### src/rtl/inv_arb_2r.sv
`default_nettype none
// ============================================================================
// Module      : inv_arb_2r
// Description : Two-requester round-robin front end sharing a single registered
//               WIDTH-bit conditional-invert unit; result returned with owner ID.
//               Optional macro INV_ARB_NEG_EN adds a two's-complement negate mode.
// Revision    : 1.0 - initial release
// ============================================================================
module inv_arb_2r #(
    parameter int WIDTH = 16,
    parameter int CNT_W = 16
) (
    input  logic             clk,
    input  logic             rst,
    input  logic             req0_valid,
    input  logic [WIDTH-1:0] req0_data,
    input  logic             req0_op,
`ifdef INV_ARB_NEG_EN
    input  logic             req0_neg,
`endif
    output logic             req0_ready,
    input  logic             req1_valid,
    input  logic [WIDTH-1:0] req1_data,
    input  logic             req1_op,
`ifdef INV_ARB_NEG_EN
    input  logic             req1_neg,
`endif
    output logic             req1_ready,
    output logic             resp_valid,
    output logic             resp_id,
    output logic [WIDTH-1:0] resp_data,
    input  logic             resp_ready,
    output logic [CNT_W-1:0] op_count
);

    typedef enum logic [0:0] {
        ST_IDLE = 1'b0,
        ST_FULL = 1'b1
    } state_t;

    localparam logic [WIDTH-1:0] c_one     = WIDTH'(1);
    localparam logic [CNT_W-1:0] c_cnt_max = '1;
    localparam logic [CNT_W-1:0] c_cnt_one = CNT_W'(1);

    state_t           r_state;
    logic             r_rr_ptr;
    logic             r_resp_valid;
    logic             r_resp_id;
    logic [WIDTH-1:0] r_resp_data;
    logic [CNT_W-1:0] r_op_count;

    logic             w_slot_free;
    logic             w_grant1;
    logic             w_accept;
    logic [WIDTH-1:0] w_sel_data;
    logic             w_sel_op;
    logic             w_sel_neg;
    logic [WIDTH-1:0] w_result;

    // The slot frees up in the same cycle the consumer drains it, so a new
    // operand can be accepted back-to-back without a bubble.
    assign w_slot_free = (r_state == ST_IDLE) | ((r_state == ST_FULL) & resp_ready);
    assign w_grant1    = req1_valid & (~req0_valid | r_rr_ptr);
    assign w_accept    = w_slot_free & (req0_valid | req1_valid);

    assign req0_ready  = w_slot_free & req0_valid & ~w_grant1;
    assign req1_ready  = w_slot_free & w_grant1;

    always_comb begin
        w_sel_data = w_grant1 ? req1_data : req0_data;
        w_sel_op   = w_grant1 ? req1_op   : req0_op;
`ifdef INV_ARB_NEG_EN
        w_sel_neg  = w_grant1 ? req1_neg  : req0_neg;
`else
        w_sel_neg  = 1'b0;
`endif
        w_result   = w_sel_data ^ {WIDTH{w_sel_op}};
        if (w_sel_op & w_sel_neg) begin
            w_result = ~w_sel_data + c_one;
        end
    end

    always_ff @(posedge clk or posedge rst) begin
        if (rst) begin
            r_state      <= ST_IDLE;
            r_rr_ptr     <= 1'b0;
            r_resp_valid <= 1'b0;
            r_resp_id    <= 1'b0;
            r_resp_data  <= '0;
            r_op_count   <= '0;
        end else begin
            case (r_state)
                ST_IDLE: begin
                    if (w_accept) begin
                        r_state      <= ST_FULL;
                        r_resp_valid <= 1'b1;
                        r_resp_id    <= w_grant1;
                        r_resp_data  <= w_result;
                        r_rr_ptr     <= ~w_grant1;
                        if (r_op_count != c_cnt_max) begin
                            r_op_count <= r_op_count + c_cnt_one;
                        end
                    end
                end
                ST_FULL: begin
                    if (w_accept) begin
                        r_state      <= ST_FULL;
                        r_resp_valid <= 1'b1;
                        r_resp_id    <= w_grant1;
                        r_resp_data  <= w_result;
                        r_rr_ptr     <= ~w_grant1;
                        if (r_op_count != c_cnt_max) begin
                            r_op_count <= r_op_count + c_cnt_one;
                        end
                    end else if (resp_ready) begin
                        r_state      <= ST_IDLE;
                        r_resp_valid <= 1'b0;
                    end
                end
                default: begin
                    r_state      <= ST_IDLE;
                    r_resp_valid <= 1'b0;
                end
            endcase
        end
    end

    assign resp_valid = r_resp_valid;
    assign resp_id    = r_resp_id;
    assign resp_data  = r_resp_data;
    assign op_count   = r_op_count;

endmodule
`default_nettype wire

### config.mk
export PLATFORM = sky130hd
export DESIGN_NAME = inv_arb_2r
export DESIGN_NICKNAME = d
export VERILOG_FILES = /design/src/rtl/inv_arb_2r.sv
export SDC_FILE = /design/constraint.sdc
export NUM_CORES = 1
export LEC_CHECK = 0
export ABC_CLOCK_PERIOD_IN_PS = 2550
export BUFFER_PORTS_ARGS = -buffer_cell sky130_fd_sc_hd__buf_2
export CAP_MARGIN = 25
export CORE_ASPECT_RATIO = 1.4
export CORE_MARGIN = 3
export CORE_UTILIZATION = 41
export CTS_CLUSTER_DIAMETER = 40
export DETAILED_ROUTE_END_ITERATION = 12
export PLACE_DENSITY = 0.68
export REMOVE_ABC_BUFFERS = 1
export SLEW_MARGIN = 30
export SYNTH_ARGS = -nofsm -noshare
export SYNTH_HDL_FRONTEND = slang
export SYNTH_SLANG_ARGS = --single-unit
### constraint.sdc
create_clock -name clk -period 2.55 [get_ports clk]
set_input_delay 0.1275 -clock clk [delete_from_list [all_inputs] [get_ports clk]]
set_output_delay 0.1275 -clock clk [all_outputs]
set_load 0.01 [all_outputs]
==> impl_metrics.toml <==
[place]
io_buffers = 74
gp_congestion = 0.7881
dp_cells = 348
dp_hpwl_um = 3725

[sta]
setup_tns_ps = 0
worst_hold_slack_ps = -14.26
hold_violations = 19
period_share_pct = 71.81
rsz0062_at_grt = "no"
relSlewSlack_pct = 46.25
worst_pin_slew_ps = 805.4
fmax_mhz = 546.1
setup_viol = 0
clock_skew_ps = 3.748
final-max-slew-violation-count = 0
fin_crit_ps = 1831

[final_layout]
final_nets = 331
drive_gt1_share_pct = 32.53
diodes = 0
multi_input_area_sq_mm = 0.001094
seq_area_sq_um = 900.9
nFillCells = 489
area_delta_synth_final_pct = 25.18
layout.cells.non_filler = 356

[drt]
wl_per_cell_um = 14.04
drt_iter0_markers = 115
firstDrtPassIters = 4
ant_nets = 0
vias = 1958
drcViolationCount = 0
viasPerCell = 5.500
wl_um = 4997

[die]
ios = 75
die-area_sq_mm = 0.005981
num_rows = 30
floorplan.initialDensity_pct = 42.67
die_h_um = 90.32
core_area_sq_mm = 0.004880
dieWidth_um = 66.23

[global_routing]
track_usage_pct = 17.62
grt_pass1_vias = 1872
antenna_found_initial = 0
grt_max_degree = 37
grt_pass1_wl_um = 8383
overflow = 0

[power_and_ir_drop]
power_frac_clock_pct = 23.7
ir_worst_vdd_mv = 0.3111
power.density_mw_per_mm2 = 666.5
p_sw_mw = 0.5791
p_comb_share_pct = 30.7
netSwitchingFraction_pct = 33.34
p_leak_nw = 1.234
internal_power_mw = 1.158
p_seq_share_pct = 45.5

[worst_setup_path]
critPathCaptureType = "register"
crit_path_max_fanout = 9
crit_type = "register to register"
crit_required_ps = 2720
start_kind = "register"
cp_data_arrival_time_ps = 2000

[yosys]
synth_area_sq_mm = 0.002082
ys_ff_latch = 36
syn_inst = 220
ys_seq_area_share_pct = 43.27
avgSynthCellArea_sq_um = 9.464
yosysWarnings = 0
synthDistinctLibCells = 34

[clock_tree]
hold_buffers = 0
clkSlewWorstSetupHoldPaths_ps = 70
clock_path_buffers = 2
cts.sinks = 36
cts_made_buffers = 5
htreeDepth = 2
clkLatencyLatePin_ps = 280
cts_tree = "done"
cts_resized = 0
cts_setup_buffers = 0
cts_root_buf = "clkbuf_8"

[flow_run]
cap_violations = 0

[outcome]
failed_checks = "hold timing"
outcome = "finished with violations"

[min_path]
min_path_type = "primary input to async pin"
-- layer usage --
| metal | global-route usage [%] | vias up | routed length [um] |
|---|---|---|---|
| met4 | 5.763 | 0 | 73 |
| met1 | 21.65 | 908 | 2132 |
| met5 | 0 | - | 0 |
| li1 | - | 966 | - |
| met2 | 29.00 | 76 | 2397 |
| met3 | 5.230 | 8 | 393 |
-- cell type report --
class                           count  area share, %
Sequential cell                    36          34.57
Multi-Input combinational cell    163          41.96
Inverter                            3         0.4321
Tap cell                           64          3.072
Timing Repair Buffer               82          16.51
Clock buffer                        8          3.457
-- Yosys cell counts --
cell type	n	area share, %
a211o_1	16	6.7
a21bo_2	1	0.48
a21boi_0	16	5.8
a21o_1	1	0.36
a31oi_1	16	4.8
and2_4	1	0.42
and3_1	19	5.7
and4_2	1	0.48
buf_1	2	0.36
buf_2	1	0.24
buf_6	1	0.54
clkbuf_1	14	2.5
dfrtp_1	36	43
ha_1	1	0.60
inv_1	3	0.54
mux2_4	1	0.72
nand2_1	7	1.3
nand2b_1	2	0.60
nand3_1	9	2.2
nand4_1	5	1.5
nand4_2	1	0.60
nand4bb_1	1	0.54
nor2_1	22	4.0
nor2_2	1	0.30
nor2b_1	1	0.30
nor3_1	3	0.72
nor4_1	3	0.90
nor4b_1	1	0.42
o211ai_1	16	5.8
o21ai_0	1	0.24
or3_1	1	0.30
or4_4	1	0.54
xnor2_1	10	4.2
xor2_1	5	2.1
-- critical path, cell delays in order (launching register included) --
cell,delay [ps]
dfrtp_1,450
nand4_2,170
or4_4,630
and2_4,180
mux2_4,290
-- power groups by stage --
stage / combinational, mW / clock (mW) / sequential, mW
global route: 0.602 / 0.453 / 0.811
detailed placement: 0.541 / 0 / 0.802
CTS: 0.544 / 0.430 / 0.792
finish: 0.534 / 0.412 / 0.791
floorplan: 0.267 / 0 / 0.840
global placement: 0.533 / 0 / 0.796
-- state kept, by name (all words and copies together) (netlist names) --
register    cells
r_rr_ptr        1
op_count       16
resp_data      16
resp_id         1
resp_valid      1
r_state         1
-- cell families after synthesis --
logic type,share of synthesized area [%]
and+or+nand+nor,20.73
AOI/OAI and AO/OA,24.16
DFF,43.27
buffers and inverters,4.207
xor gates and xnor gates,6.310
muxes,0.7209
adders and majority gates,0.6009
-- cell usage in the layout (no fill, tap or decap), drive strengths merged --
| cell type | count |
|---|---|
| a21boi | 16 |
| a31oi | 16 |
| nor3 | 3 |
| ha | 1 |
| dfrtp | 36 |
| nor2 | 23 |
| and3 | 19 |
| nor4b | 1 |
| nand2 | 7 |
| o211ai | 16 |
| nand2b | 2 |
| a21o | 1 |
| o21ai | 1 |
| nand3 | 9 |
| buf | 82 |
| nand4 | 6 |
| and4 | 1 |
| mux2 | 1 |
| nor2b | 1 |
| a21bo | 1 |
| and2 | 1 |
| a211o | 16 |
| or3 | 1 |
| nor4 | 3 |
| xnor2 | 10 |
| inv | 3 |
| nand4bb | 1 |
| xor2 | 5 |
| or4 | 1 |
| clkbuf | 8 |
-- per-stage QoR --
step	setup WS [ps]	hold slack (ps)	instance area, sq um	utilization (%)	total power, mW
finish	718.9	-14.26	2606	53.41	1.737
detailed placement	726.0	325.6	2516	51.56	1.343
CTS	703.8	4.830	2606	53.41	1.765
floorplan	341.7	266.5	2006	-	1.107
global route	566.5	40.11	2606	53.41	1.866
global placement	733.3	307.1	2516	51.56	1.329
-- worst paths after layout --
kind,end,slack (ps),cells past startpoint,from
worst max-delay path,op_count[1],720,4,op_count[7]
worst min-delay path,resp_data[12],-10,2,rst
worst max register to register,op_count[1],720,4,op_count[7]
worst min register to register,resp_valid,470,2,resp_valid
max in group asynchronous,op_count[7],1920,3,rst
min in group clk,resp_valid,130,4,resp_ready
No activity file was read; power rests on OpenSTA's default activity.
